### config.mk
export PLATFORM = sky130hd
export DESIGN_NAME = pool_window_gen
export DESIGN_NICKNAME = d
export VERILOG_FILES = /design/src/rtl/pool_window_gen.sv
export SDC_FILE = /design/constraint.sdc
export NUM_CORES = 1
export LEC_CHECK = 0
export BUFFER_PORTS_ARGS = -buffer_cell sky130_fd_sc_hd__buf_2
export CAP_MARGIN = 20
export CORE_UTILIZATION = 35
export CTS_CLUSTER_DIAMETER = 100
export DETAILED_ROUTE_END_ITERATION = 10
export HOLD_SLACK_MARGIN = 0.02
export PLACE_DENSITY = 0.6
export SYNTH_ARGS = -nofsm -noshare
export SYNTH_HDL_FRONTEND = slang
export SYNTH_SLANG_ARGS = --single-unit
export TNS_END_PERCENT = 1
### constraint.sdc
create_clock -name clk -period 8.7 [get_ports clk]
set_input_delay 0 -clock clk [delete_from_list [all_inputs] [get_ports clk]]
set_output_delay 0 -clock clk [all_outputs]
set_load 0.03 [all_outputs]
### src/rtl/pool_window_gen.sv
// Streaming 2x2 / stride-2 window generator for the maxpooling stage.
// One row is buffered; each bottom-right pixel of a window releases all four pixels for one cycle.
module pool_window_gen #(
  parameter int BIT_WIDTH = 8,
  parameter int IMG_W     = 28,
  parameter int IMG_H     = 28
) (
  input  logic                        clk,
  input  logic                        rst_n,
  input  logic                        clr,
  input  logic                        in_valid,
  input  logic signed [BIT_WIDTH-1:0] in_data,
  output logic                        win_valid,
  output logic signed [BIT_WIDTH-1:0] win1,
  output logic signed [BIT_WIDTH-1:0] win2,
  output logic signed [BIT_WIDTH-1:0] win3,
  output logic signed [BIT_WIDTH-1:0] win4,
  output logic                        frame_done
);

  localparam int CW = (IMG_W > 1) ? $clog2(IMG_W) : 1;
  localparam int RW = (IMG_H > 1) ? $clog2(IMG_H) : 1;
  localparam logic [CW-1:0] COL_LAST  = CW'(IMG_W - 1);
  localparam logic [RW-1:0] ROW_LAST  = RW'(IMG_H - 1);
  // Right-hand column of the last complete pair; a trailing odd column never fires.
  localparam logic [CW-1:0] PAIR_LAST = CW'(2 * (IMG_W / 2) - 1);

  logic [CW-1:0]          col_q, col_d;
  logic [RW-1:0]          row_q, row_d;
  logic [BIT_WIDTH-1:0]   hold_q, hold_d;
  logic                   win_valid_q, win_valid_d;
  logic                   frame_done_q, frame_done_d;
  logic [BIT_WIDTH-1:0]   win1_q, win1_d;
  logic [BIT_WIDTH-1:0]   win2_q, win2_d;
  logic [BIT_WIDTH-1:0]   win3_q, win3_d;
  logic [BIT_WIDTH-1:0]   win4_q, win4_d;
  logic [BIT_WIDTH-1:0]   line_buf_q [IMG_W];

  logic accept;
  logic fire;
  logic buf_we;
  logic col_at_last;
  logic row_at_last;

  always_comb begin
    accept      = in_valid & ~clr;
    col_at_last = (col_q == COL_LAST);
    row_at_last = (row_q == ROW_LAST);
    fire        = accept & row_q[0] & col_q[0] & (col_q <= PAIR_LAST);
    buf_we      = accept & ~row_q[0];

    col_d        = col_q;
    row_d        = row_q;
    hold_d       = hold_q;
    win1_d       = win1_q;
    win2_d       = win2_q;
    win3_d       = win3_q;
    win4_d       = win4_q;
    win_valid_d  = 1'b0;
    frame_done_d = 1'b0;

    if (clr) begin
      col_d = '0;
      row_d = '0;
    end else if (in_valid) begin
      if (col_at_last) begin
        col_d = '0;
        row_d = row_at_last ? '0 : row_q + RW'(1);
      end else begin
        col_d = col_q + CW'(1);
      end
      if (row_q[0] && !col_q[0]) begin
        hold_d = in_data;
      end
      frame_done_d = row_at_last & col_at_last;
      if (fire) begin
        win1_d      = line_buf_q[col_q - CW'(1)];
        win2_d      = line_buf_q[col_q];
        win3_d      = hold_q;
        win4_d      = in_data;
        win_valid_d = 1'b1;
      end
    end
  end

  always_ff @(posedge clk or negedge rst_n) begin
    if (!rst_n) begin
      col_q        <= '0;
      row_q        <= '0;
      hold_q       <= '0;
      win1_q       <= '0;
      win2_q       <= '0;
      win3_q       <= '0;
      win4_q       <= '0;
      win_valid_q  <= 1'b0;
      frame_done_q <= 1'b0;
    end else begin
      col_q        <= col_d;
      row_q        <= row_d;
      hold_q       <= hold_d;
      win1_q       <= win1_d;
      win2_q       <= win2_d;
      win3_q       <= win3_d;
      win4_q       <= win4_d;
      win_valid_q  <= win_valid_d;
      frame_done_q <= frame_done_d;
    end
  end

  // Line buffer is written before it is read within every frame, so it needs no reset.
  always_ff @(posedge clk) begin
    if (buf_we) begin
      line_buf_q[col_q] <= in_data;
    end
  end

  assign win_valid  = win_valid_q;
  assign frame_done = frame_done_q;
  assign win1       = win1_q;
  assign win2       = win2_q;
  assign win3       = win3_q;
  assign win4       = win4_q;

endmodule

==> flow_summary.json, run 1 <==
{
  "status": "complete, no violations",
  "worstHoldStart": "in_data[1]",
  "synth_cells": 789,
  "worstPathRequired_ns": 9.12,
  "place_area_mm2": 0.0131,
  "htreeDepth": 1,
  "antennaDiodeCount": 0,
  "synth_area_per_cell_um2": 15.8,
  "drive_above_1_share_pct": 22.9,
  "dieArea_mm2": 0.0364,
  "drtPass1Iterations": 5,
  "place_hpwl_mm": 21.5,
  "synth_top_area_share_pct": 53.9,
  "io_buffers": 45,
  "num_rows": 68,
  "cts.reportedPaths.clkPinSlew_ns": 0.06,
  "finalSetupViolations": 0,
  "ys_top_cells_by_area": "edfxtp_1, mux4_2, dfrtp_1",
  "yosysSeqAreaShare_pct": 64.3,
  "tightest_slew_ns": 0.984,
  "grt_pass1_wl_mm": 48.5,
  "remaining_drc_errors": 0,
  "drt_iter0_markers": 836,
  "die_height_um": 191,
  "synth_enable_flop_cells": 224,
  "pre_cts_ws_ns": 4.67,
  "final_area_mm2": 0.0142,
  "ys_warn_count": 0,
  "cts-root-buf": "clkbuf_16",
  "yosys-top-cells-count": "edfxtp_1, nand2_1, mux4_2",
  "fin_crit_ns": 3.79,
  "setup_ws_ns": 4.91,
  "crit_type": "reg -> reg",
  "coreArea_mm2": 0.0348,
  "wirelength_mm": 32.6,
  "start_kind": "flip-flop",
  "critical_path.endpoint_type": "flip-flop",
  "yosysTopAreaCell": "edfxtp_1",
  "gp_congestion": 0.846,
  "worst_clock_skew_ns": 0.0136,
  "area_delta_synth_final_pct": 13.4,
  "vias_per_cell": 5.71,
  "crit_arrival_ns": 4.21,
  "path_max_fanout": 26,
  "fmax_mhz": 264,
  "vias": 7463,
  "gr-total-overflow": 0,
  "r2r_start": "col_q[0]",
  "vdd_drop_max_mv": 0.127,
  "power_density_mw_per_mm2": 210,
  "syn_nets": 806,
  "period_share_pct": 43.5,
  "die_w_um": 191,
  "antenna_found_initial": 0,
  "r2r_slack_ns": 4.91,
  "cts_buffers": 29,
  "p_leak_nw": 4.87,
  "nNetsFinal": 846,
  "slew_headroom_pct": 34.2,
  "report.final.slew_viol_count": 0,
  "routedWlPerCell_um": 25.0,
  "hold_path_class": "in -> reg",
  "min_to": "win4[1]",
  "worst_r2r_path_depth": 7,
  "grt_pass1_vias": 7375,
  "cts_sinks": 276,
  "clockBufferDepth": 3,
  "synth.most_common_cell": "edfxtp_1",
  "ys_types": 53,
  "setup_tns_ns": 0,
  "ys_async_sr_fraction_pct": 18.8,
  "hold_violations": 0,
  "rsz0062_at_grt": "no",
  "netlist_area_mm2": 0.0125,
  "ys.flop_type": "edfxtp_1",
  "clk_latency_ns": 0.54,
  "synth.ff_latch_count": 276,
  "min_path_cells": 3,
  "cap_viol_max_count": 0,
  "boundaryPins": 46,
  "grt_max_degree": 70,
  "start_util_pct": 35.9,
  "track_usage_pct": 18.1,
  "cts_tree": "yes",
  "final_antenna_net_count": 0,
  "r2r_end": "win1[1]"
}
-- final cells by class --
type	count	area, µm²
clock buffers	34	744
clock inverters	19	249
fillers	3106	20600
inverters	5	18.8
multi-input cells	459	4180
flip-flops and latches	276	8040
well taps	455	569
repair buffers	58	355
-- cell usage in the layout (no fill, tap or decap), drive strengths merged, types with 2 or more instances in the layout --
| cell type | n |
|---|---|
| a2111oi | 10 |
| a21oi | 33 |
| a221oi | 6 |
| a22o | 12 |
| a22oi | 3 |
| a31oi | 8 |
| and2 | 2 |
| buf | 53 |
| bufinv | 6 |
| clkbuf | 34 |
| clkinv | 11 |
| dfrtp | 52 |
| dlygate4sd3 | 5 |
| edfxtp | 224 |
| ha | 5 |
| inv | 6 |
| mux2 | 17 |
| mux2i | 62 |
| mux4 | 72 |
| nand2 | 69 |
| nand2b | 5 |
| nand3 | 35 |
| nand4 | 12 |
| nor2 | 53 |
| nor2b | 7 |
| nor3 | 5 |
| nor3b | 3 |
| o2111a | 3 |
| o21ai | 11 |
| o22a | 3 |
| or2 | 5 |
| or3 | 2 |
| xnor2 | 2 |
| xor2 | 3 |
-- worst max-delay path by stage --
stage / from / endpoint / slack, ns
final: col_q[0] / win1[1] / 4.91
after global routing: col_q[0] / win1[6] / 4.57
after CTS: col_q[0] / win1[6] / 4.64
after detailed placement: col_q[0] / win1[6] / 4.67
after global placement: col_q[0] / win1[6] / 4.66
after floorplan: col_q[1] / win1[2] / 5.51
-- where the power goes --
part	leakage, nW	switching [W]	internal (W)	total [W]
clock	0.491	0.000499	0.000788	0.00129
sequential	2.74	0.0000111	0.00143	0.00145
combinational	1.64	0.000146	0.0000965	0.000242
total	4.87	0.000656	0.00232	0.00298
-- cell families after synthesis --
logic type	share of synthesized area, %
buffers and inverters	2.29
adder cells (fa/ha/maj)	0.501
multiplexers	19.6
XOR/XNOR	0.501
AO/OA/AOI/OAI	5.31
AND/OR/NAND/NOR	7.49
flip-flops	64.3
-- worst max-delay path: stages (launching register included) --
cell       delay (ns)
dfrtp_4          0.68
inv_1            0.66
ha_4             0.33
xor2_4           0.67
mux4_1           0.69
a21oi_1          0.25
a2111oi_1        0.12
a22o_1           0.25
-- per-layer routing --
metal | up-vias | share of wire, % | global-route usage (%)
met5 | - | 0 | 0
met4 | 0 | 2.6 | 5.05
met3 | 55 | 7.0 | 2.54
met2 | 300 | 47 | 28.9
met1 | 3896 | 44 | 25.8
li1 | 3212 | - | -
-- flip-flops by register name, indices dropped and copies added, names as in the netlist --
| register | flops |
|---|---|
| hold_q | 8 |
| win1 | 8 |
| col_q | 5 |
| line_buf_q | 224 |
| frame_done | 1 |
| win3 | 8 |
| win_valid | 1 |
| win2 | 8 |
| win4 | 8 |
| row_q | 5 |
-- per-stage QoR --
step | hold slack, ns | total power, W | std cells | utilization (%)
floorplan | -0.296 | 0.00163 | 789 | -
global placement | 0.172 | 0.00171 | 1246 | 37.6
detailed placement | 0.183 | 0.00171 | 1247 | 37.6
CTS | 0.0201 | 0.00299 | 1305 | 40.6
global route | 0.0444 | 0.00306 | 1306 | 40.7
finish | 0.00641 | 0.00298 | 1306 | 40.7
-- timing repair --
action / 4_1_cts / 5_1_grt
endpoints found under the hold margin: 65 / 0
gates resized for setup: 0 / 0
hold buffers: 5 / 0
buffers inserted: 0 / 0
No activity file was read; power rests on OpenSTA's default activity.
==> run 2: changes to the inputs <==
Settings changed: ABC_AREA set to 1, PLACE_DENSITY 0.6 to 0.62.
Clock period 8.7 ns to 3.2 ns, I/O delays scaled along.
==> flow_summary.json, run 2 <==
{
  "final_common_cell": "nand2_1",
  "yosysSeqAreaShare_pct": 58.0,
  "io_buffers": 45,
  "grt_pass1_vias": 10269,
  "synth_top_area_share_pct": 48.6,
  "path_cells": "buf_4 -> ha_1 -> nand2_1 -> nor2_1 -> buf_4",
  "htreeDepth": 1,
  "crit_cells": 5,
  "clk_latency_ns": 0.57,
  "status": "complete, no violations",
  "remaining_drc_errors": 0,
  "boundaryPins": 46,
  "start_util_pct": 35.6,
  "cp-endpoint": "line_buf_q[18][4]",
  "track_usage_pct": 19.5,
  "netlist_area_mm2": 0.0138,
  "worst_path_most_repeated_cell": "buf_4",
  "fin_crit_ns": 2.50,
  "cpMaxStageDelayCell": "buf_4",
  "setup_tns_ns": 0,
  "total_power_w": 0.00950,
  "tightest_slew_ns": 1.01,
  "die_height_um": 201,
  "met3_usage_pct": 2.87,
  "crit_type": "reg -> reg",
  "ys.flop_type": "edfxtp_1",
  "rsz0062_at_grt": "no",
  "cts_sinks": 276,
  "synth_area_per_cell_um2": 8.83,
  "grt_pass1_wl_mm": 60.5,
  "worstPathRequired_ns": 3.46,
  "ys_types": 31,
  "routedWlPerCell_um": 18.5,
  "clockBufferDepth": 3,
  "antenna_found_initial": 0,
  "r2r_start": "col_q[1]",
  "worst_clock_skew_ns": 0.0174,
  "critical_path.endpoint_type": "flip-flop",
  "vdd_drop_max_mv": 0.441,
  "yosysTopAreaCell": "edfxtp_1",
  "r2r_end": "line_buf_q[18][4]",
  "place_hpwl_mm": 25.4,
  "dieArea_mm2": 0.0403,
  "cp_top_family": "buffers and inverters",
  "drt_iter0_markers": 1313,
  "finalSetupViolations": 0,
  "use_met1_pct": 27.3,
  "path_buf_inv": 2,
  "drtPass1Iterations": 6,
  "cts_tree": "yes",
  "cts_buffers": 30,
  "max_stage_delay_ns": 0.70,
  "place_inst": 2077,
  "yosys-top-cells-count": "nand2_1, edfxtp_1, inv_1",
  "largest_register_ffs": 224,
  "synth.ff_latch_count": 276,
  "fin_cells": 2136,
  "nNetsFinal": 1611,
  "crit_arrival_ns": 2.77,
  "synth_cells": 1566,
  "period_share_pct": 78.3,
  "gr-total-overflow": 0,
  "ys_top_cells_by_area": "edfxtp_1, nand2_1, dfrtp_1",
  "cts-root-buf": "clkbuf_16",
  "syn_nets": 1583,
  "p_leak_nw": 6.44,
  "drive_above_1_share_pct": 9.52,
  "cap_viol_max_count": 0,
  "gr-usage-met2_pct": 30.9,
  "vias": 10970,
  "worst_r2r_path_depth": 5,
  "worst_hold_slack_ns": 0.0421,
  "layout_common_cells": "nand2_1, edfxtp_1, inv_1, nand3_1, nor2_1",
  "num_rows": 72,
  "start_kind": "flip-flop",
  "hold_violations": 0,
  "power_density_mw_per_mm2": 608,
  "vias_per_cell": 5.14,
  "gp_congestion": 0.965,
  "final_antenna_net_count": 0,
  "path_max_fanout": 70,
  "hold_path_class": "in -> reg",
  "grt_most_used_layer": "met2",
  "final_area_mm2": 0.0156,
  "grt_max_degree": 244,
  "antennaDiodeCount": 0,
  "slew_headroom_pct": 32.4,
  "ys_async_sr_fraction_pct": 18.8,
  "area_delta_synth_final_pct": 13.0,
  "fmax_mhz": 399,
  "cp-startpoint": "col_q[1]",
  "synth_enable_flop_cells": 224,
  "place_area_mm2": 0.0146,
  "cts.reportedPaths.clkPinSlew_ns": 0.07,
  "synth.most_common_cell": "nand2_1",
  "r2r_slack_ns": 0.70,
  "ys_warn_count": 0,
  "report.final.slew_viol_count": 0,
  "coreArea_mm2": 0.0388,
  "top_register": "line_buf_q",
  "wirelength_mm": 39.5,
  "die_w_um": 201
}
[run 2: cell types whose count changed after synthesis, sizes merged, moves of 12 or more]
cell and change:
nand2 +409, inv +156, nand3 +110, o21ai +109
nor2 +87, mux4 -72, mux2i -62, o211ai +61
buf +42, a21oi +37, mux2 -17, a22o -12
[run 2: layout make-up]
class	instances	area, µm²
Fill cell	3794	23200
Clock inverter	20	231
Tap cell	518	648
Clock buffer	36	795
Multi-Input combinational cell	1036	4710
Timing Repair Buffer	89	613
Inverter	161	606
Sequential cell	276	8030
[run 2: worst min-delay path by stage]
| stage | startpoint | to | cells after the start |
|---|---|---|---|
| global route | in_data[6] | line_buf_q[19][6] | 1 |
| CTS | in_data[6] | line_buf_q[19][6] | 1 |
| finish | in_data[6] | line_buf_q[24][6] | 1 |
| floorplan | rst_n | col_q[0] | 0 |
| detailed placement | rst_n | frame_done | 1 |
| global placement | rst_n | frame_done | 1 |
[run 2: cells by family after synthesis]
group	count (synthesis)	share of synthesized area [%]
buffers and inverters	254	7.94
AND/OR/NAND/NOR	769	22.5
flip-flops	276	58.0
XOR/XNOR	7	0.606
AO/OA/AOI/OAI	255	10.5
adder cells (fa/ha/maj)	5	0.452
[run 2: where the power goes]
part	internal [W]	switching [W]	leakage, nW
registers	0.00407	0.000156	2.68
logic	0.000461	0.00119	3.26
clock network	0.00217	0.00146	0.497
total	0.00670	0.00280	6.44
[run 2: routing by layer]
metal / vias to the layer above / part of all wire [%]
met4: 0 / 3.0
met2: 461 / 45
met1: 5198 / 44
li1: 5246 / -
met3: 65 / 7.6
met5: - / 0
[run 2: repair_timing]
item / 4_1_cts / 5_1_grt
hold buffers: 3 / 0
endpoints found under the hold margin: 57 / 0
resized for setup: 0 / 0
setup buffers: 0 / 0
[run 2: metrics by stage]
step | utilization (%) | worst slack [ns]
after global routing | 40.3 | 0.594
after CTS | 40.3 | 0.715
after floorplan | - | 0.998
after global placement | 37.5 | 0.780
final | 40.3 | 0.696
after detailed placement | 37.5 | 0.742
